[config.mk]
export PLATFORM = sky130hd
export DESIGN_NAME = mips32_mem_arbiter_flat
export DESIGN_NICKNAME = d
export VERILOG_FILES = /design/src/rtl/mips32_mem_arbiter_if.sv /design/src/rtl/mips32_mem_arbiter.sv /design/src/flat_wrapper.sv
export SDC_FILE = /design/constraint.sdc
export NUM_CORES = 1
export LEC_CHECK = 0
export ABC_CLOCK_PERIOD_IN_PS = 2100
export CAP_MARGIN = 20
export CORE_AREA = 3 3 82 84
export DETAILED_ROUTE_END_ITERATION = 12
export DIE_AREA = 0 0 85 87
export HOLD_SLACK_MARGIN = 0.15
export PLACE_DENSITY = 0.74
export REMOVE_ABC_BUFFERS = 1
export SYNTH_ARGS = -nofsm -noshare
export SYNTH_HDL_FRONTEND = slang
export SYNTH_SLANG_ARGS = --single-unit
[constraint.sdc]
create_clock -name clock -period 2.1 [get_ports clock]
set_input_delay 0.21 -clock clock [delete_from_list [all_inputs] [get_ports clock]]
set_output_delay 0.21 -clock clock [all_outputs]
set_load 0.05 [all_outputs]
[src/rtl/mips32_mem_arbiter_if.sv]
// Bus between the three requesters (IF, DM, LD), the shared memory and the arbiter.
// The master modport is the requester/memory side and the slave modport is the arbiter.
interface mips32_mem_arbiter_if #(
  parameter int AW = 10,
  parameter int DW = 32
);
  logic          if_req;
  logic [AW-1:0] if_addr;
  logic          if_gnt;
  logic          if_rvalid;

  logic          dm_req;
  logic          dm_we;
  logic [AW-1:0] dm_addr;
  logic [DW-1:0] dm_wdata;
  logic          dm_gnt;
  logic          dm_rvalid;

  logic          ld_req;
  logic          ld_we;
  logic [AW-1:0] ld_addr;
  logic [DW-1:0] ld_wdata;
  logic          ld_gnt;
  logic          ld_rvalid;

  logic [DW-1:0] rdata;
  logic          if_stall;

  logic          mem_en;
  logic          mem_we;
  logic [AW-1:0] mem_addr;
  logic [DW-1:0] mem_wdata;
  logic [DW-1:0] mem_rdata;

  modport master (
    output if_req, if_addr,
    output dm_req, dm_we, dm_addr, dm_wdata,
    output ld_req, ld_we, ld_addr, ld_wdata,
    output mem_rdata,
    input  if_gnt, if_rvalid, dm_gnt, dm_rvalid, ld_gnt, ld_rvalid,
    input  rdata, if_stall, mem_en, mem_we, mem_addr, mem_wdata
  );

  modport slave (
    input  if_req, if_addr,
    input  dm_req, dm_we, dm_addr, dm_wdata,
    input  ld_req, ld_we, ld_addr, ld_wdata,
    input  mem_rdata,
    output if_gnt, if_rvalid, dm_gnt, dm_rvalid, ld_gnt, ld_rvalid,
    output rdata, if_stall, mem_en, mem_we, mem_addr, mem_wdata
  );
endinterface

[src/rtl/mips32_mem_arbiter.sv]
// Single-port memory arbiter for IF / DM / loader with an IF anti-starvation boost.
// Grants are combinational; read responses arrive one cycle after the grant.
module mips32_mem_arbiter #(
  parameter int AW           = 10,
  parameter int DW           = 32,
  parameter int STARVE_LIMIT = 4
) (
  input  logic                 clock,
  input  logic                 reset,
  mips32_mem_arbiter_if.slave  bus
);
  localparam int CW = $clog2(STARVE_LIMIT + 1);

  logic          if_gnt, dm_gnt, ld_gnt;
  logic          mem_en, mem_we;
  logic [AW-1:0] mem_addr;
  logic [DW-1:0] mem_wdata;

  logic          if_rvalid_q, if_rvalid_d;
  logic          dm_rvalid_q, dm_rvalid_d;
  logic          ld_rvalid_q, ld_rvalid_d;
  logic [CW-1:0] starve_cnt_q, starve_cnt_d;
  logic          boost_q, boost_d;

  // NOTE: every always_comb output gets a default first, so no latch is inferred.
  always_comb begin
    if_gnt = 1'b0;
    dm_gnt = 1'b0;
    ld_gnt = 1'b0;
    // Grants are suppressed while reset is held so no access leaks out mid-reset.
    if (!reset) begin
      if (boost_q && bus.if_req) if_gnt = 1'b1;
      else if (bus.ld_req)       ld_gnt = 1'b1;
      else if (bus.dm_req)       dm_gnt = 1'b1;
      else if (bus.if_req)       if_gnt = 1'b1;
    end
  end

  always_comb begin
    mem_en    = if_gnt | dm_gnt | ld_gnt;
    mem_we    = 1'b0;
    mem_addr  = '0;
    mem_wdata = '0;
    if (ld_gnt) begin
      mem_we    = bus.ld_we;
      mem_addr  = bus.ld_addr;
      mem_wdata = bus.ld_wdata;
    end else if (dm_gnt) begin
      mem_we    = bus.dm_we;
      mem_addr  = bus.dm_addr;
      mem_wdata = bus.dm_wdata;
    end else if (if_gnt) begin
      mem_addr  = bus.if_addr;
    end
  end

  always_comb begin
    if_rvalid_d  = if_gnt;
    dm_rvalid_d  = dm_gnt & ~bus.dm_we;
    ld_rvalid_d  = ld_gnt & ~bus.ld_we;
    starve_cnt_d = '0;
    if (bus.if_req && !if_gnt) begin
      starve_cnt_d = (starve_cnt_q == CW'(STARVE_LIMIT)) ? starve_cnt_q
                                                         : starve_cnt_q + CW'(1);
    end
    // Boost tracks the updated count, so IF wins on the cycle after its last denial.
    boost_d = (starve_cnt_d == CW'(STARVE_LIMIT));
  end

  // NOTE: state updates use non-blocking assignments so every flop samples pre-edge values.
  always_ff @(posedge clock or posedge reset) begin
    if (reset) begin
      if_rvalid_q  <= 1'b0;
      dm_rvalid_q  <= 1'b0;
      ld_rvalid_q  <= 1'b0;
      starve_cnt_q <= '0;
      boost_q      <= 1'b0;
    end else begin
      if_rvalid_q  <= if_rvalid_d;
      dm_rvalid_q  <= dm_rvalid_d;
      ld_rvalid_q  <= ld_rvalid_d;
      starve_cnt_q <= starve_cnt_d;
      boost_q      <= boost_d;
    end
  end

  assign bus.if_gnt    = if_gnt;
  assign bus.dm_gnt    = dm_gnt;
  assign bus.ld_gnt    = ld_gnt;
  assign bus.if_rvalid = if_rvalid_q;
  assign bus.dm_rvalid = dm_rvalid_q;
  assign bus.ld_rvalid = ld_rvalid_q;
  assign bus.rdata     = bus.mem_rdata;
  assign bus.if_stall  = bus.if_req & ~if_gnt;
  assign bus.mem_en    = mem_en;
  assign bus.mem_we    = mem_we;
  assign bus.mem_addr  = mem_addr;
  assign bus.mem_wdata = mem_wdata;
endmodule

[src/flat_wrapper.sv]
// flat-port wrapper written by rule: the top's interface ports become plain ports
module mips32_mem_arbiter_flat 
#(
  parameter int AW           = 10,
  parameter int DW           = 32,
  parameter int STARVE_LIMIT = 4
)
  (clock, reset, bus_if_req, bus_if_addr, bus_dm_req, bus_dm_we, bus_dm_addr, bus_dm_wdata, bus_ld_req, bus_ld_we, bus_ld_addr, bus_ld_wdata, bus_mem_rdata, bus_if_gnt, bus_if_rvalid, bus_dm_gnt, bus_dm_rvalid, bus_ld_gnt, bus_ld_rvalid, bus_rdata, bus_if_stall, bus_mem_en, bus_mem_we, bus_mem_addr, bus_mem_wdata);
  mips32_mem_arbiter_if #(.AW(AW), .DW(DW)) bus_i ();
  input  logic clock;
  input  logic reset;
  input wire logic [$bits(bus_i.if_req)-1:0] bus_if_req;
  input wire logic [$bits(bus_i.if_addr)-1:0] bus_if_addr;
  input wire logic [$bits(bus_i.dm_req)-1:0] bus_dm_req;
  input wire logic [$bits(bus_i.dm_we)-1:0] bus_dm_we;
  input wire logic [$bits(bus_i.dm_addr)-1:0] bus_dm_addr;
  input wire logic [$bits(bus_i.dm_wdata)-1:0] bus_dm_wdata;
  input wire logic [$bits(bus_i.ld_req)-1:0] bus_ld_req;
  input wire logic [$bits(bus_i.ld_we)-1:0] bus_ld_we;
  input wire logic [$bits(bus_i.ld_addr)-1:0] bus_ld_addr;
  input wire logic [$bits(bus_i.ld_wdata)-1:0] bus_ld_wdata;
  input wire logic [$bits(bus_i.mem_rdata)-1:0] bus_mem_rdata;
  output wire logic [$bits(bus_i.if_gnt)-1:0] bus_if_gnt;
  output wire logic [$bits(bus_i.if_rvalid)-1:0] bus_if_rvalid;
  output wire logic [$bits(bus_i.dm_gnt)-1:0] bus_dm_gnt;
  output wire logic [$bits(bus_i.dm_rvalid)-1:0] bus_dm_rvalid;
  output wire logic [$bits(bus_i.ld_gnt)-1:0] bus_ld_gnt;
  output wire logic [$bits(bus_i.ld_rvalid)-1:0] bus_ld_rvalid;
  output wire logic [$bits(bus_i.rdata)-1:0] bus_rdata;
  output wire logic [$bits(bus_i.if_stall)-1:0] bus_if_stall;
  output wire logic [$bits(bus_i.mem_en)-1:0] bus_mem_en;
  output wire logic [$bits(bus_i.mem_we)-1:0] bus_mem_we;
  output wire logic [$bits(bus_i.mem_addr)-1:0] bus_mem_addr;
  output wire logic [$bits(bus_i.mem_wdata)-1:0] bus_mem_wdata;
  assign bus_i.if_req = bus_if_req;
  assign bus_i.if_addr = bus_if_addr;
  assign bus_i.dm_req = bus_dm_req;
  assign bus_i.dm_we = bus_dm_we;
  assign bus_i.dm_addr = bus_dm_addr;
  assign bus_i.dm_wdata = bus_dm_wdata;
  assign bus_i.ld_req = bus_ld_req;
  assign bus_i.ld_we = bus_ld_we;
  assign bus_i.ld_addr = bus_ld_addr;
  assign bus_i.ld_wdata = bus_ld_wdata;
  assign bus_i.mem_rdata = bus_mem_rdata;
  assign bus_if_gnt = bus_i.if_gnt;
  assign bus_if_rvalid = bus_i.if_rvalid;
  assign bus_dm_gnt = bus_i.dm_gnt;
  assign bus_dm_rvalid = bus_i.dm_rvalid;
  assign bus_ld_gnt = bus_i.ld_gnt;
  assign bus_ld_rvalid = bus_i.ld_rvalid;
  assign bus_rdata = bus_i.rdata;
  assign bus_if_stall = bus_i.if_stall;
  assign bus_mem_en = bus_i.mem_en;
  assign bus_mem_we = bus_i.mem_we;
  assign bus_mem_addr = bus_i.mem_addr;
  assign bus_mem_wdata = bus_i.mem_wdata;
  mips32_mem_arbiter #(.AW(AW), .DW(DW), .STARVE_LIMIT(STARVE_LIMIT)) u_core (.clock(clock), .reset(reset), .bus(bus_i));
endmodule
==> flow_metrics.tcl, run 1 <==
set metrics [dict create \
    status "completed" \
    ys.flop_type "dfrtp_1" \
    max_stage_delay_ns 0.53 \
    antenna_found_initial 0 \
    core-area_um2 5991 \
    clock_tree.buffer_depth 2 \
    ys_types 28 \
    start_kind "input port" \
    drt-pass1-iter-count 5 \
    grt_pass1_wl_um 10300 \
    synthTopCellsByCount "32 x a22o_1, 32 x buf_4, 13 x nand2_1" \
    synthesis.area_um2 1224 \
    gr-usage-met1 0.2179 \
    critPathSlowestCell "clkdlybuf4s50_1" \
    insertedDiodeCount 0 \
    via_count 1719 \
    grt_max_degree 36 \
    netlist_top_cells_area "a22o_1 23%, buf_4 20%, dfrtp_1 14%, o32ai_1 7.2%, o21a_1 6.1%" \
    pin_count 216 \
    final_nets 418 \
    postCtsSetupBuffers 0 \
    drive_above_1_share 0.2518 \
    power.density_nw_per_um2 404.8 \
    grt_use_met2 0.2740 \
    reg2regPathDepth 5 \
    endpoint_kind "output pin" \
    wl_per_cell_um 20.50 \
    skew_ns 0.001073 \
    setup_viol 0 \
    start_util 0.2043 \
    avgSynthCellArea_um2 7.844 \
    setup_slack_ns 0.1064 \
    post-route-period-util 0.9493 \
    die_h_um 87 \
    slew_viol_final 0 \
    cts.htree.levels 1 \
    gp_congestion 0.7848 \
    cts_tree "done" \
    crit_fanout 6 \
    grt_pass1_vias 1720 \
    ys_ff_latch 7 \
    grt_overflow 0 \
    path_clk_slew_ns 0.04 \
    ys_warn_count 0 \
    cap_violations 0 \
    crit_required_ns 1.89 \
    leakage_uw 0.001309 \
    syn_inst 156 \
    synth.yosys.seq_area_share 0.1431 \
    ctsResizeCount 0 \
    area_delta_synth_final_pct 160.2 \
    crit_chain "clkdlybuf4s50_1 > o21ba_2 > nor3b_1 > buf_4 > or3_1 > buf_12" \
    crit_start "bus_ld_req" \
    rsz0062_at_grt "false" \
    dpl_worst_slack_ns 0.1144 \
    fin_crit_ns 1.994 \
    crit_type "input port to output pin" \
    drt_wl_total_um 7320 \
    hp-class "input port to asynchronous set/reset pin" \
    top_usage_layer "met2" \
    vdd_drop_max_mv 0.2299 \
    drt_iter0_drc 43 \
    path_buf_inv 3 \
    worst-r2r-setup-slack_ns 0.57 \
    worst_path_dominant_cell_family "buffers and inverters" \
    cp.depth 6 \
    grt_util_met3 0.1097 \
    cts_sinks 7 \
    yosys.area.top_type_share 0.2290 \
    yosysTopAreaCell "a22o_1" \
    relSlewSlack 0.6528 \
    dp_hpwl_um 6246 \
    p_total_uw 1289 \
    die_w_um 85 \
    fp-row-count 28 \
    via_per_inst 4.815 \
    hold_viol 0 \
    drtAntennaViolNets 0 \
    hold_buffers 0 \
    synth_edf_count 0 \
    die-area_um2 7395 \
    grt_use_total 0.1818 \
    r2r-end "u_core.boost_q$_DFF_PP0_" \
    synthArstFlopShare 1.000 \
    crit_path_end "bus_mem_en" \
    fill_cells 506 \
    root_buffer "clkbuf_8" \
    max_freq_mhz 501.6 \
    post-route-drc-count 0 \
    worstMarginPinSlew_ns 0.5191 \
    cts_buffers 3 \
    io_buffers 151 \
    r2r_start "u_core.starve_cnt_q[0]$_DFF_PP0_" \
    clock_latency_ns 0.22 \
    worstPathArrival_ns 1.78 \
]
[power breakdown]
| group | internal, uW | switching (uW) | total, uW |
|---|---|---|---|
| clock | 131 | 50.9 | 182 |
| sequential | 145 | 6.80 | 152 |
| combinational | 510 | 446 | 956 |
| total | 786 | 503 | 1290 |
[sequential cells by signal, summed over array words and instances, names as in the netlist]
name and cells:
u_core.bus.ld_rvalid 1, u_core.bus.if_rvalid 1, u_core.bus.dm_rvalid 1, u_core.boost_q 1, u_core.starve_cnt_q 3
[logic make-up (layout without fill, tap and decap cells)]
| family | Yosys count | count (layout) | synth area share |
|---|---|---|---|
| flip-flops | 7 | 7 | 0.1432 |
| AND/OR/NAND/NOR | 26 | 26 | 0.1125 |
| AO/OA/AOI/OAI | 69 | 69 | 0.4407 |
| buffers and inverters | 51 | 177 | 0.2761 |
| XOR/XNOR | 1 | 1 | 0.007159 |
| adder cells (fa/ha/maj) | 2 | 2 | 0.02045 |
[cell type report]
cell class / count / area (um2) / area share
well taps: 75 / 93.84 / 0.02947
flip-flops and latches: 7 / 175.2 / 0.05501
inverters: 6 / 22.52 / 0.007073
multi-input cells: 98 / 710.7 / 0.2232
clock buffers: 4 / 45.04 / 0.01415
repair buffers: 167 / 2137 / 0.6711
[layout by cell type, fill, tap and decap left out, types with 3 or more instances in the layout]
cell type | Yosys | final
dfrtp_1 | 7 | 7
clkbuf_8 | 0 | 3
nand2_1 | 13 | 13
o21a_1 | 10 | 10
a22o_1 | 32 | 32
a21oi_1 | 12 | 12
nor2_1 | 4 | 4
buf_12 | 0 | 50
inv_1 | 4 | 4
buf_4 | 32 | 14
clkdlybuf4s50_1 | 0 | 103
o32ai_1 | 10 | 10
[worst reg2reg max path, stage by stage, from the launching register on]
cell and delay [ns]:
dfrtp_1 0.38, inv_1 0.08, ha_1 0.22, nor3b_1 0.20, nor3_1 0.07, a2111oi_0 0.43
[worst min path at each step]
stage,startpoint,to,cells after the start
5_1_grt,bus_mem_rdata[10],bus_rdata[10],0
3_5_place_dp,bus_mem_rdata[10],bus_rdata[10],0
3_3_place_gp,bus_mem_rdata[10],bus_rdata[10],0
2_1_floorplan,reset,u_core.boost_q$_DFF_PP0_,1
4_1_cts,reset,u_core.boost_q$_DFF_PP0_,3
6_report,reset,u_core.boost_q$_DFF_PP0_,3
[per-stage QoR]
stage / hold WS (ns) / instances / util / setup TNS (ns) / area [um2]
after floorplan: -0.02530 / 111 / - / -15.51 / 908.4
final: 0.4204 / 357 / 0.5315 / 0 / 3184
after global placement: 0.4204 / 353 / 0.5240 / 0 / 3139
after CTS: 0.4100 / 357 / 0.5315 / 0 / 3184
after global routing: 0.4203 / 357 / 0.5315 / 0 / 3184
after detailed placement: 0.4204 / 353 / 0.5240 / 0 / 3139
[layer usage]
| metal | share of wire | wire length, um |
|---|---|---|
| met5 | 0.0046 | 34 |
| met4 | 0.0083 | 61 |
| met3 | 0.13 | 940 |
| met2 | 0.49 | 3557 |
| met1 | 0.37 | 2726 |
Note: power is estimated with default switching activity, not from simulation.
==> inputs of run 2 (changes only) <==
--- a/config.mk
+++ b/config.mk
@@ -5,12 +5,14 @@
 export SDC_FILE = /design/constraint.sdc
 export NUM_CORES = 1
 export LEC_CHECK = 0
+export ABC_AREA = 0
 export ABC_CLOCK_PERIOD_IN_PS = 2100
 export CAP_MARGIN = 20
 export CORE_AREA = 3 3 82 84
 export DETAILED_ROUTE_END_ITERATION = 12
 export DIE_AREA = 0 0 85 87
 export HOLD_SLACK_MARGIN = 0.15
+export MAX_ROUTING_LAYER = met4
 export PLACE_DENSITY = 0.74
 export REMOVE_ABC_BUFFERS = 1
 export SYNTH_ARGS = -nofsm -noshare
==> run 2 against run 1 <==
Compared with the run above: flip-flop and latch count unchanged; worst hold slack got worse by 0.0051 ns; critical path depth unchanged; clock skew about the same; die area unchanged; sequential power about the same; worst setup slack got worse by 0.0011 ns; critical endpoint unchanged.
==> flow_metrics.tcl, run 2 (synthesized netlist as in run 1, its figures left out) <==
set metrics [dict create \
    worstMarginPinSlew_ns 0.5192 \
    die-area_um2 7395 \
    crit_required_ns 1.89 \
    start_util 0.2043 \
    grt_max_degree 36 \
    cap_violations 0 \
    worst_path_dominant_cell_family "buffers and inverters" \
    cts.htree.levels 1 \
    grt_use_total 0.1870 \
    ctsResizeCount 0 \
    gp_congestion 0.7957 \
    hold_buffers 0 \
    rsz0062_at_grt "false" \
    clock_latency_ns 0.22 \
    status "completed" \
    post-route-drc-count 0 \
    critPathSlowestCell "clkdlybuf4s50_1" \
    worst-r2r-setup-slack_ns 0.55 \
    max_stage_delay_ns 0.53 \
    cts_buffers 3 \
    slew_viol_final 0 \
    dpl_worst_slack_ns 0.1144 \
    vdd_drop_max_mv 0.2308 \
    crit_type "input port to output pin" \
    relSlewSlack 0.6528 \
    cp.depth 6 \
    antenna_found_initial 0 \
    dp_hpwl_um 6246 \
    clock_tree.buffer_depth 2 \
    path_clk_slew_ns 0.04 \
    setup_viol 0 \
    drive_above_1_share 0.2518 \
    postCtsSetupBuffers 0 \
    final_nets 418 \
    insertedDiodeCount 0 \
    root_buffer "clkbuf_8" \
    fp-row-count 28 \
    worstPathArrival_ns 1.78 \
    grt_pass1_vias 1716 \
    crit_fanout 6 \
    skew_ns 0.001133 \
    leakage_uw 0.001309 \
    hp-class "input port to asynchronous set/reset pin" \
    r2r_start "u_core.starve_cnt_q[0]$_DFF_PP0_" \
    cts_tree "done" \
    fill_cells 506 \
    start_kind "input port" \
    drtAntennaViolNets 0 \
    hold_viol 0 \
    endpoint_kind "output pin" \
    die_h_um 87 \
    post-route-period-util 0.9499 \
    via_count 1708 \
    die_w_um 85 \
    final_cell_mix "103 x clkdlybuf4s50_1, 50 x buf_12, 32 x a22o_1" \
    reg2regPathDepth 5 \
    power.density_nw_per_um2 405.0 \
    crit_chain "clkdlybuf4s50_1 > o21ba_2 > nor3b_1 > buf_4 > or3_1 > buf_12" \
    drt_iter0_drc 44 \
    via_per_inst 4.784 \
    largest-register "u_core.starve_cnt_q" \
    core-area_um2 5991 \
    drt_wl_total_um 7312 \
    pin_count 216 \
    largest_reg_flops 3 \
    layout_commonest_cell "clkdlybuf4s50_1" \
    path_buf_inv 3 \
    multi_input_area_um2 710.7 \
    crit_start "bus_ld_req" \
    area_delta_synth_final_pct 160.2 \
    grt_overflow 0 \
    dp.cells 353 \
    drt-pass1-iter-count 4 \
    cts_sinks 7 \
    stdcell_count 357 \
    setup_slack_ns 0.1053 \
    crit_path_end "bus_mem_en" \
    grt_pass1_wl_um 10320 \
    register_area_um2 175.2 \
    io_buffers 151 \
    fin_crit_ns 1.995 \
    max_freq_mhz 501.3 \
    wl_per_cell_um 20.48 \
    r2r-end "u_core.boost_q$_DFF_PP0_" \
]
-- run 2: cell counts in the layout (fill, tap and decap cells not counted) --
Identical to the previous run, type by type.
-- run 2: layout make-up --
class                      count  area share
inverter                       6    0.007073
timing repair buffer         167      0.6711
multi-input combinational     98      0.2232
tap                           75     0.02947
sequential                     7     0.05501
clock buffer                   4     0.01415
-- run 2: layer usage --
layer	global-route usage	vias up	wire length [um]
met5	-	-	0
met3	0.09745	6	875
li1	-	804	-
met1	0.2269	788	2821
met2	0.2740	110	3550
met4	0.04460	0	65
-- run 2: power breakdown --
part | total [uW] | switching, uW | internal (uW) | leakage [uW]
clock network | 182 | 51.7 | 131 | 0.0000228
logic | 955 | 445 | 510 | 0.00119
registers | 152 | 6.79 | 145 | 0.0000944
-- run 2: worst min path at each step --
stage                     cells after the start                        to  slack (ns)              start
after floorplan                               1  u_core.boost_q$_DFF_PP0_       -0.03              reset
after global placement                        0             bus_rdata[10]        0.42  bus_mem_rdata[10]
after detailed placement                      0             bus_rdata[10]        0.42  bus_mem_rdata[10]
after CTS                                     3  u_core.boost_q$_DFF_PP0_        0.41              reset
after global routing                          0             bus_rdata[10]        0.42  bus_mem_rdata[10]
final                                         3  u_core.boost_q$_DFF_PP0_        0.42              reset
-- run 2: stage by stage --
step	hold slack (ns)	util	TNS (ns)	area, um2	total power [uW]
after global routing	0.4203	0.5315	0	3184	1349
after CTS	0.4100	0.5315	0	3184	1304
after detailed placement	0.4204	0.5240	0	3139	1114
final	0.4153	0.5315	0	3184	1290
after global placement	0.4204	0.5240	0	3139	1105
after floorplan	-0.02530	-	-15.51	908.4	534.5
-- run 2: tightest hold or removal path, cell delays in order --
cell and delay [ns]:
clkdlybuf4s50_1 0.46, buf_4 0.18, inv_2 0.13
